===== config.mk =====
export PLATFORM = sky130hd
export DESIGN_NAME = data_mux_pipe
export DESIGN_NICKNAME = d
export VERILOG_FILES = /design/src/rtl/data_mux_pkg.sv /design/src/rtl/data_mux_or_node.sv /design/src/rtl/data_mux_pipe.sv
export SDC_FILE = /design/constraint.sdc
export NUM_CORES = 1
export LEC_CHECK = 0
export ABC_AREA = 1
export CAP_MARGIN = 10
export CORE_AREA = 2 2 226 228
export DETAILED_ROUTE_END_ITERATION = 6
export DIE_AREA = 0 0 228 230
export PLACE_DENSITY = 0.64
export SYNTH_ARGS = -nofsm -noshare
export SYNTH_HDL_FRONTEND = slang
export SYNTH_HIERARCHICAL = 1
export SYNTH_SLANG_ARGS = --single-unit

===== constraint.sdc =====
create_clock -name clk -period 1.7 [get_ports clk]
set_input_delay 0.34 -clock clk [delete_from_list [all_inputs] [get_ports clk]]
set_output_delay 0.34 -clock clk [all_outputs]
set_load 0.05 [all_outputs]

===== src/rtl/data_mux_pkg.sv =====
// Shared sizing helpers for the pipelined valid-tagged OR merge tree.
package data_mux_pkg;

  // Each tree node carries its data plus the any/multi flags.
  localparam int unsigned NODE_CTRL_W = 2;
  localparam int unsigned MAX_INPUTS  = 64;

  // Integer ceil(log_b(n)); n is bounded by MAX_INPUTS, so 32 steps is ample.
  function automatic int unsigned clog_base(input int unsigned n, input int unsigned b);
    int unsigned r;
    int unsigned v;
    r = 0;
    v = 1;
    for (int unsigned i = 0; i < 32; i++) begin
      if (v < n) begin
        v = v * b;
        r = r + 1;
      end
    end
    return r;
  endfunction

  function automatic int unsigned num_stages(input int unsigned n, input int unsigned b);
    int unsigned c;
    c = clog_base(n, b);
    return (c == 0) ? 1 : c;
  endfunction

  // Node count after s reductions (level 0 is the raw input slots).
  function automatic int unsigned nodes_at(input int unsigned n, input int unsigned b,
                                           input int unsigned s);
    int unsigned c;
    c = n;
    for (int unsigned i = 0; i < 32; i++) begin
      if (i < s) c = (c + b - 1) / b;
    end
    return c;
  endfunction

  // First node index of level s inside the flat stage-register vector (levels 1..L).
  function automatic int unsigned level_base(input int unsigned n, input int unsigned b,
                                             input int unsigned s);
    int unsigned base;
    base = 0;
    for (int unsigned t = 1; t < 32; t++) begin
      if (t < s) base = base + nodes_at(n, b, t);
    end
    return base;
  endfunction

endpackage


===== src/rtl/data_mux_or_node.sv =====
// Combinational reduction node: ORs FAN_IN children and derives any/multi flags.
module data_mux_or_node
  import data_mux_pkg::*;
#(
  parameter int unsigned IN_WIDTH = 32,
  parameter int unsigned FAN_IN   = 4
) (
  input  logic [FAN_IN*(IN_WIDTH+NODE_CTRL_W)-1:0] i_children,
  output logic [IN_WIDTH+NODE_CTRL_W-1:0]          o_node_c
);

  localparam int unsigned NODE_W = IN_WIDTH + NODE_CTRL_W;

  typedef struct packed {
    logic [IN_WIDTH-1:0] data;
    logic                any;
    logic                multi;
  } node_t;

  node_t w_child;
  node_t w_out;
  logic  w_seen;

  // Child data is already zero when invalid, so data is a plain OR.
  always_comb begin
    w_out   = '0;
    w_seen  = 1'b0;
    w_child = '0;
    for (int unsigned c = 0; c < FAN_IN; c++) begin
      w_child     = node_t'(i_children[c*NODE_W +: NODE_W]);
      w_out.data  = w_out.data | w_child.data;
      w_out.multi = w_out.multi | w_child.multi | (w_seen & w_child.any);
      w_seen      = w_seen | w_child.any;
    end
    w_out.any = w_seen;
    o_node_c  = w_out;
  end

endmodule


===== src/rtl/data_mux_pipe.sv =====
// Pipelined valid-tagged OR merge with stall, collision flag/counter and optional hold.
module data_mux_pipe
  import data_mux_pkg::*;
#(
  parameter int unsigned NUM_INPUTS = 16,
  parameter int unsigned IN_WIDTH   = 32,
  parameter int unsigned OUT_WIDTH  = IN_WIDTH,
  parameter int unsigned FAN_IN     = 4,
  parameter int unsigned HOLD_LAST  = 0
) (
  input  logic                               clk,
  input  logic                               reset,
  input  logic                               en,
  input  logic [NUM_INPUTS*(IN_WIDTH+1)-1:0] in_data,
  input  logic                               clr_count,
  output logic [OUT_WIDTH-1:0]               ret,
  output logic                               ret_valid,
  output logic                               collision,
  output logic [15:0]                        collision_count
);

  localparam int unsigned L           = num_stages(NUM_INPUTS, FAN_IN);
  localparam int unsigned SLOT_W      = IN_WIDTH + 1;
  localparam int unsigned NODE_W      = IN_WIDTH + NODE_CTRL_W;
  localparam int unsigned TOTAL_NODES = level_base(NUM_INPUTS, FAN_IN, L + 1);
  localparam int unsigned LAST_LSB    = level_base(NUM_INPUTS, FAN_IN, L) * NODE_W;

  typedef struct packed {
    logic [IN_WIDTH-1:0] data;
    logic                any;
    logic                multi;
  } node_t;

  logic [NUM_INPUTS*NODE_W-1:0]  w_lvl0;
  logic [TOTAL_NODES*NODE_W-1:0] w_tree;
  logic [TOTAL_NODES*NODE_W-1:0] r_tree;
  node_t                         w_last_q;
  logic                          w_next_multi;
  logic [15:0]                   r_count;

  // Level 0: zero the data of every invalid slot.
  for (genvar k = 0; k < NUM_INPUTS; k++) begin : g_mask
    logic w_vld;
    assign w_vld = in_data[k*SLOT_W + IN_WIDTH];
    assign w_lvl0[k*NODE_W +: NODE_W] =
      {in_data[k*SLOT_W +: IN_WIDTH] & {IN_WIDTH{w_vld}}, w_vld, 1'b0};
  end

  // Reduction levels; short final groups are padded with invalid zero children.
  for (genvar s = 1; s <= L; s++) begin : g_stage
    localparam int unsigned M_IN  = nodes_at(NUM_INPUTS, FAN_IN, s - 1);
    localparam int unsigned M_OUT = nodes_at(NUM_INPUTS, FAN_IN, s);
    localparam int unsigned B_IN  = level_base(NUM_INPUTS, FAN_IN, s - 1);
    localparam int unsigned B_OUT = level_base(NUM_INPUTS, FAN_IN, s);
    for (genvar j = 0; j < M_OUT; j++) begin : g_node
      logic [FAN_IN*NODE_W-1:0] w_kids;
      for (genvar c = 0; c < FAN_IN; c++) begin : g_kid
        if (j*FAN_IN + c >= M_IN) begin : g_pad
          assign w_kids[c*NODE_W +: NODE_W] = '0;
        end else if (s == 1) begin : g_in
          assign w_kids[c*NODE_W +: NODE_W] = w_lvl0[(j*FAN_IN + c)*NODE_W +: NODE_W];
        end else begin : g_reg
          assign w_kids[c*NODE_W +: NODE_W] = r_tree[(B_IN + j*FAN_IN + c)*NODE_W +: NODE_W];
        end
      end
      data_mux_or_node #(
        .IN_WIDTH (IN_WIDTH),
        .FAN_IN   (FAN_IN)
      ) u_node (
        .i_children (w_kids),
        .o_node_c   (w_tree[(B_OUT + j)*NODE_W +: NODE_W])
      );
    end
  end

  always_ff @(posedge clk) begin
    if (reset) begin
      r_tree <= '0;
    end else if (en) begin
      r_tree <= w_tree;
    end
  end

  assign w_last_q     = node_t'(r_tree[LAST_LSB +: NODE_W]);
  assign w_next_multi = w_tree[LAST_LSB];
  assign ret_valid    = w_last_q.any;
  assign collision    = w_last_q.multi;

  // Hold register loads from the value entering the last stage so it stays aligned.
  if (HOLD_LAST != 0) begin : g_hold
    logic [OUT_WIDTH-1:0] r_hold;
    always_ff @(posedge clk) begin
      if (reset) begin
        r_hold <= '0;
      end else if (en && w_tree[LAST_LSB + 1]) begin
        r_hold <= OUT_WIDTH'(w_tree[LAST_LSB + NODE_CTRL_W +: IN_WIDTH]);
      end
    end
    assign ret = r_hold;
  end else begin : g_pass
    assign ret = OUT_WIDTH'(w_last_q.data);
  end

  // Saturating collision counter; clear beats a same-cycle increment.
  always_ff @(posedge clk) begin
    if (reset) begin
      r_count <= '0;
    end else if (clr_count) begin
      r_count <= '0;
    end else if (en && w_next_multi && (r_count != 16'hFFFF)) begin
      r_count <= r_count + 16'd1;
    end
  end

  assign collision_count = r_count;

endmodule


==> results of run 1 <==
power by group:
group | switching, mW | internal (mW)
sequential | 0.198 | 4.69
clock | 2.07 | 2.01
combinational | 1.92 | 1.87
state kept, by name (all words and copies together) (netlist names):
| register | count |
|---|---|
| collision_count | 16 |
| r_tree | 170 |
cell families (layout without fill, tap and decap cells):
group	after synthesis	in the layout
buffers and inverters	682	1199
other	1	16
adders and majority gates	1	1
and+or+nand+nor	1479	1480
AOI/OAI and AO/OA	190	190
DFF	186	186
routing by layer:
metal	global-route usage, %	wire length [um]	share of wire (%)
met1	25.7	24800	47
met2	32.7	24100	46
met3	3.40	2490	4.7
met4	6.68	1290	2.5
met5	0	8	0.015
cell usage in the layout (no fill, tap or decap):
master           count
inv_8                5
nor2_4               5
clkbuf_16           17
buf_4               78
clkinv_8             2
nor2_1             701
buf_12              18
inv_6                5
clkinvlp_4           1
o21ai_0            175
ha_1                 1
nand3_2              1
inv_4                1
clkbuf_8             1
inv_1              538
clkdlybuf4s50_1    522
nor3_1               1
dfxtp_2              2
nand2_1            733
nand2_2              3
clkinv_4             2
nand3_1             21
buf_2                8
nand4_4              2
conb_1              16
buf_6                1
nand2_8              1
dfxtp_1            184
a21oi_1             15
nand3b_1             3
or2_1                5
nor2_2               4
path summary, 6_finish.rpt:
| check | startpoint | to | slack, ps | cells after the start |
|---|---|---|---|---|
| setup / recovery | collision_count[2]$_SDFFE_PP0P_ | collision_count[2] | 180 | 2 |
| hold / removal | en | r_tree[168]$_SDFFE_PP0P_ | 320 | 3 |
| setup reg to reg | r_tree[35]$_SDFFE_PP0P_ | collision_count[15]$_SDFFE_PP0P_ | 200 | 10 |
| hold reg to reg | r_tree[134]$_SDFFE_PP0P_ | r_tree[134]$_SDFFE_PP0P_ | 500 | 2 |
critical path: cells and delay by family, from the launching register on:
kind	cells	cell delay, ps
flip-flops	1	390
buffers and inverters	2	350
final cells by class:
class,count,share of cell area (%)
Sequential cell,186,18.5
Timing Repair Buffer,627,30.9
Tap cell,672,4.17
Clock buffer,18,2.18
Inverter,540,10.1
Clock inverter,14,0.739
Multi-Input combinational cell,1687,33.5
==> flow_summary.ini, run 1 <==
[status]
outcome = completed

[worst_setup_path]
required_ps = 1360
crit_path_max_fanout = 5
cpMaxStageDelayCell = dfxtp_1
worstPathArrival_ps = 1180
worstPathCellList = buf_4, buf_4
critPathLaunchType = flip-flop
crit_path_max_incr_delay_ps = 390
cp_common_cell = buf_4
critPathCaptureType = output pin
crit_type = reg -> out

[clock_tree]
cts_made_buffers = 17
cts_sinks = 186
cts_tree = built
clkTransAtPathRegs_ps = 90
cts_resized = 0
clk_latency_ps = 450
cts_hold_buf = 0
root_buffer = clkbuf_16
htree_levels = 4
cts_post_setup_buffers_inserted = 0
cts_max_path_buffers = 2

[yosys]
synth_ff_type = dfxtp_1
synth_area_sq_um = 13200
synth_warnings = 6
synth_area_per_cell_sq_um = 5.21
synth_compound_area_share_pct = 7.19
ys_top_cells_by_count = nand2_1, nor2_1, inv_1
synth_top_area_share_pct = 28.2
ys_async_sr_fraction_pct = 0
synth_seq_area_share_pct = 28.2
ys_types = 24
ys_seq_elements = 186
synth_cells = 2539
synth_xor_area_share_pct = 0
synth.area.top_cells = dfxtp_1, nand2_1, nor2_1
synth_top_family_by_area = simple AND/OR/NAND/NOR gates
yosys.area.top_type = dfxtp_1
yosysMostFrequentCell = nand2_1
synth-edff-count = 0
synth_mux_area_share_pct = 0
synth-simple-area-share_pct = 43.0
yosys.area_share.adder_pct = 0.0947

[global_routing]
grt_pass1_wl_um = 80400
track_usage_pct = 19.7
grt_max_degree = 118
grt_pass1_vias = 14200
grt.overflow.total = 0
antenna_found_initial = 2

[finish]
nets = 3592
fin_util_pct = 40.4
syn_to_final_growth_pct = 52.5
instances_no_fill = 3744
drive_above_1_share_pct = 5.11
final_cell_area_sq_um = 20200
seqCellArea_sq_um = 3730
num_antenna_cells = 0
fillers = 5492
multiInputGateArea_sq_um = 6740

[detailed_routing]
drt_iter0_drc = 726
vias_per_cell = 4.03
firstDrtPassIters = 5
wl_um = 52700
remaining_drc_errors = 0
antenna_left = 0
routed-via-count = 15100
wire_per_inst_um = 14.1

[placement]
dp_cells = 3711
placed_area_sq_um = 19500
dp_hpwl_um = 41200
dp_slack_ps = -3.14
io_buffers = 581
routabilityCongestion = 0.848

[timing]
worst_pin_slew_ps = 864
fin_crit_ps = 1520
hold-worst-slack_ps = 318
setup_tns_ps = 0
period_share_pct = 89.6
final-setup-viol-count = 0
fmax_mhz = 656
fin_ws_ps = 177
final_hold_viol_count = 0
slew_viol_final = 0
maxSlewHeadroom_pct = 42.4
fin_skew_ps = 13.5
rsz0062_at_grt = false

[power]
ir_drop_mv = 0.641
total_leakage_power_nw = 11.9
power_mw = 12.8
power_density_nw_per_um2 = 633

[die]
die_area_sq_um = 52400
io_pins = 582
core-area_sq_um = 49900
die_w_um = 228
rows = 82
chipHeight_um = 230
start_util_pct = 26.5

[job]
cap_violations = 0

[hold_path]
hp-class = in -> reg
Note: power is estimated with default switching activity, not from simulation.
==> inputs of run 2 (changes only) <==
SKIP_CTS_REPAIR_TIMING = 1   (was unset)
TNS_END_PERCENT = 10   (was unset)
==> flow_summary.ini, run 2 (synthesis results as in run 1) <==
[status]
outcome = completed

[finish]
top_register = r_tree
seqCellArea_sq_um = 3730
fin_util_pct = 40.4
nets = 3591
fillers = 5492
final_common_cell = nand2_1
num_antenna_cells = 0
mostFrequentLayoutCells = nand2_1, nor2_1, inv_1
multiInputGateArea_sq_um = 6720
drive_above_1_share_pct = 5.08
largest_register_ffs = 170
syn_to_final_growth_pct = 52.3

[global_routing]
antenna_found_initial = 2
grt.overflow.total = 0
grt_pass1_wl_um = 80400
track_usage_pct = 19.7
grt_max_degree = 118
grt_pass1_vias = 14200

[timing]
fin_crit_ps = 1530
maxSlewHeadroom_pct = 42.8
slew_viol_final = 0
final_hold_viol_count = 0
setup_tns_ps = 0
final-setup-viol-count = 0
worst_pin_slew_ps = 857
fmax_mhz = 654
rsz0062_at_grt = false
period_share_pct = 89.9
fin_skew_ps = 17.9

[clock_tree]
cts_tree = built
clk_latency_ps = 450
htree_levels = 4
root_buffer = clkbuf_16
cts_sinks = 186
cts_made_buffers = 17
clkTransAtPathRegs_ps = 90
cts_max_path_buffers = 2

[worst_setup_path]
crit_path_max_fanout = 5
critPathCaptureType = output pin
worstPathArrival_ps = 1190
cp-startpoint = collision_count[2]$_SDFFE_PP0P_
r2r_end = collision_count[9]$_SDFFE_PP0P_
r2r-start = collision_count[1]$_SDFFE_PP0P_
worstSetupEndpoint = collision_count[2]
required_ps = 1360
crit_type = reg -> out
regToRegSetupSlack_ps = 200
r2r_cells = 6
critPathLaunchType = flip-flop

[die]
die_area_sq_um = 52400
die_w_um = 228
rows = 82
start_util_pct = 26.5
core-area_sq_um = 49900
io_pins = 582
chipHeight_um = 230

[hold_path]
hp-class = in -> reg

[detailed_routing]
firstDrtPassIters = 5
vias_per_cell = 4.03
wl_um = 52600
routed-via-count = 15100
wire_per_inst_um = 14.1
antenna_left = 0
drt_iter0_drc = 734
remaining_drc_errors = 0

[placement]
routabilityCongestion = 0.848
io_buffers = 581
dp_hpwl_um = 41200

[power]
total_leakage_power_nw = 11.9
power_density_nw_per_um2 = 634
ir_drop_mv = 0.642

[job]
cap_violations = 0
[run 2: changes by cell type in the layout (fill, tap and decap cells not counted), sizes merged]
cell / previous run / this run
nand4: 2 / 1
[run 2: layout make-up]
cell class                      instances  area share, %
Multi-Input combinational cell       1686           33.4
Timing Repair Buffer                  627           30.9
Sequential cell                       186           18.5
Inverter                              540           10.1
Tap cell                              672           4.18
Clock buffer                           18           2.18
Clock inverter                         14          0.740
[run 2: worst min-delay path by stage]
stage	from	end	slack, ps	cells after the start
finish	en	r_tree[168]$_SDFFE_PP0P_	320	3
CTS	en	r_tree[168]$_SDFFE_PP0P_	280	3
global route	en	r_tree[162]$_SDFFE_PP0P_	310	3
global placement	r_tree[67]$_SDFFE_PP0P_	r_tree[67]$_SDFFE_PP0P_	480	2
detailed placement	r_tree[60]$_SDFFE_PP0P_	r_tree[60]$_SDFFE_PP0P_	480	2
floorplan	reset	r_tree[136]$_SDFFE_PP0P_	410	1
[run 2: power breakdown]
part           total (mW)  internal, mW  switching (mW)
logic                3.79          1.87            1.92
registers            4.89          4.69           0.198
clock network        4.09          2.01            2.08
[run 2: per-stage QoR]
stage	cells	setup slack, ps	hold WS [ps]	total power [mW]	instance area, sq um
2_1_floorplan	2554	46.0	409	6.81	13300
3_3_place_gp	3711	19.9	477	8.78	19500
3_5_place_dp	3711	-3.14	482	8.80	19500
4_1_cts	3743	125	282	13.0	20100
5_1_grt	3743	12.5	307	13.6	20100
6_report	3743	172	315	12.8	20100
[run 2: per-layer routing]
layer	up-vias	GRT usage [%]	part of all wire (%)
met1	6427	25.7	47
met2	390	32.7	46
li1	8224	-	-
met4	2	6.68	2.5
met5	-	0	0.015
met3	53	3.40	4.6
[run 2: worst max-delay path, cell delays in order, from the launching register on]
cell and delay [ps]:
dfxtp_1 390, buf_4 160, buf_4 190
==> inputs of run 3 (changes only) <==
SETUP_SLACK_MARGIN = 0.5   (was unset)
==> flow_summary.ini, run 3 (synthesis results as in run 1) <==
[finish]
fillers = 5430
multiInputGateArea_sq_um = 6900
drive_above_1_share_pct = 6.35
nets = 3590
top_register = r_tree
seqCellArea_sq_um = 3800
syn_to_final_growth_pct = 54.3
largest_register_ffs = 170
final_common_cell = nand2_1
mostFrequentLayoutCells = nand2_1, nor2_1, inv_1

[die]
rows = 82
die_w_um = 228
core-area_sq_um = 49900
chipHeight_um = 230
io_pins = 582
start_util_pct = 26.5
die_area_sq_um = 52400

[detailed_routing]
antenna_left = 0
routed-via-count = 15300
firstDrtPassIters = 5
vias_per_cell = 4.08
wire_per_inst_um = 14.1
drt_iter0_drc = 785
remaining_drc_errors = 0
wl_um = 52700

[hold_path]
hp-class = in -> reg

[global_routing]
track_usage_pct = 19.8
grt_max_degree = 109
grt_pass1_vias = 14500
antenna_found_initial = 1
grt.overflow.total = 0
grt_pass1_wl_um = 81500

[clock_tree]
htree_levels = 4
root_buffer = clkbuf_16
clkTransAtPathRegs_ps = 70
cts_max_path_buffers = 2
clk_latency_ps = 440
cts_made_buffers = 17
cts_tree = built
cts_sinks = 186

[power]
combPwrFrac_pct = 29.7
p_sw_share_pct = 30.7
p_int_mw = 8.89
total_leakage_power_nw = 12.0
ir_drop_mv = 0.575
power_frac_seq_pct = 38.0
p_switching_mw = 3.94
p_clk_share_pct = 32.3
power_density_nw_per_um2 = 629

[worst_setup_path]
r2r_cells = 7
cpMaxStageDelayCell = dfxtp_4
crit_type = reg -> reg
critPathLaunchType = flip-flop
r2r_end = collision_count[15]$_SDFFE_PP0P_
critPathCaptureType = flip-flop
cp_common_cell = nand2_1
worstPathArrival_ps = 1770
worstPathCellList = ha_4, inv_2, nor2_4, nand4_2, nand2_1, nand2_1, a21oi_1
worstSetupEndpoint = collision_count[15]$_SDFFE_PP0P_
cp-startpoint = collision_count[0]$_SDFFE_PP0P_
required_ps = 2060
crit_path_max_incr_delay_ps = 390
r2r-start = collision_count[0]$_SDFFE_PP0P_
regToRegSetupSlack_ps = 290
crit_path_max_fanout = 6

[status]
outcome = completed

[timing]
period_share_pct = 82.8
slew_viol_final = 0
final_hold_viol_count = 0
hold-worst-slack_ps = 308
final-setup-viol-count = 0
fin_crit_ps = 1410
fin_ws_ps = 292
maxSlewHeadroom_pct = 42.5
fin_skew_ps = 6.56
worst_pin_slew_ps = 862
fmax_mhz = 710
rsz0062_at_grt = true

[placement]
io_buffers = 581
dp_hpwl_um = 41000
routabilityCongestion = 0.879
dp_slack_ps = -28.2

[job]
cap_violations = 0
## run 3: cell count changes in the layout (fill, tap and decap cells not counted), sizes merged
cell / delta
inv: -7
buf: -6
bufinv: +3
nand4: +3
clkdlybuf4s50: +2
clkinv: +2
clkinvlp: +2
diode: +1
## run 3: cell type report
cell class                 count  area share, %
multi-input combinational   1689           33.8
sequential                   186           18.6
inverter                     540           9.98
antenna                        1         0.0123
tap                          672           4.12
clock buffer                  18           2.10
clock inverter                14          0.847
timing repair buffer         623           30.5
## run 3: how the worst min path moves through the flow
stage                     slack, ps                        to                     start  cells after the start
final                           310  r_tree[136]$_SDFFE_PP0P_                        en                      3
after global routing            270  r_tree[136]$_SDFFE_PP0P_                        en                      3
after CTS                       260  r_tree[136]$_SDFFE_PP0P_                        en                      3
after detailed placement        480  r_tree[136]$_SDFFE_PP0P_  r_tree[136]$_SDFFE_PP0P_                      2
after global placement          480   r_tree[50]$_SDFFE_PP0P_   r_tree[50]$_SDFFE_PP0P_                      2
after floorplan                 410  r_tree[136]$_SDFFE_PP0P_                     reset                      1
## run 3: layer usage
| layer | vias up | share of wire (%) | GRT usage, % |
|---|---|---|---|
| li1 | 8233 | - | - |
| met1 | 6482 | 47 | 26.1 |
| met2 | 478 | 44 | 32.2 |
| met3 | 60 | 5.8 | 4.18 |
| met4 | 0 | 2.8 | 6.43 |
| met5 | - | 0 | 0 |
## run 3: worst max-delay path, delay by kind of cell (launching register included)
kind / cells / cell delay (ps)
compound gates: 1 / 120
flops: 1 / 390
fa+ha+maj: 1 / 140
buf+inv: 1 / 50
simple gates: 4 / 640
## run 3: through the flow
step           instances  cell area, sq um  TNS (ps)  power [mW]  utilization (%)
2_1_floorplan       2554             13400         0        6.79                -
3_3_place_gp        3701             19600     -37.0        8.75             39.2
4_1_cts             3733             20200         0        13.0             40.5
5_1_grt             3743             20400         0        13.7             40.9
3_5_place_dp        3701             19600     -28.2        8.77             39.2
6_report            3743             20400         0        12.8             40.9
## run 3: power groups by stage
stage               logic [mW]  registers [mW]  clock network, mW
floorplan                 1.89            4.91                  0
global placement          3.79            4.96                  0
detailed placement        3.81            4.96                  0
CTS                       3.82            4.86               4.33
global route              4.26            4.92               4.50
finish                    3.81            4.87               4.15
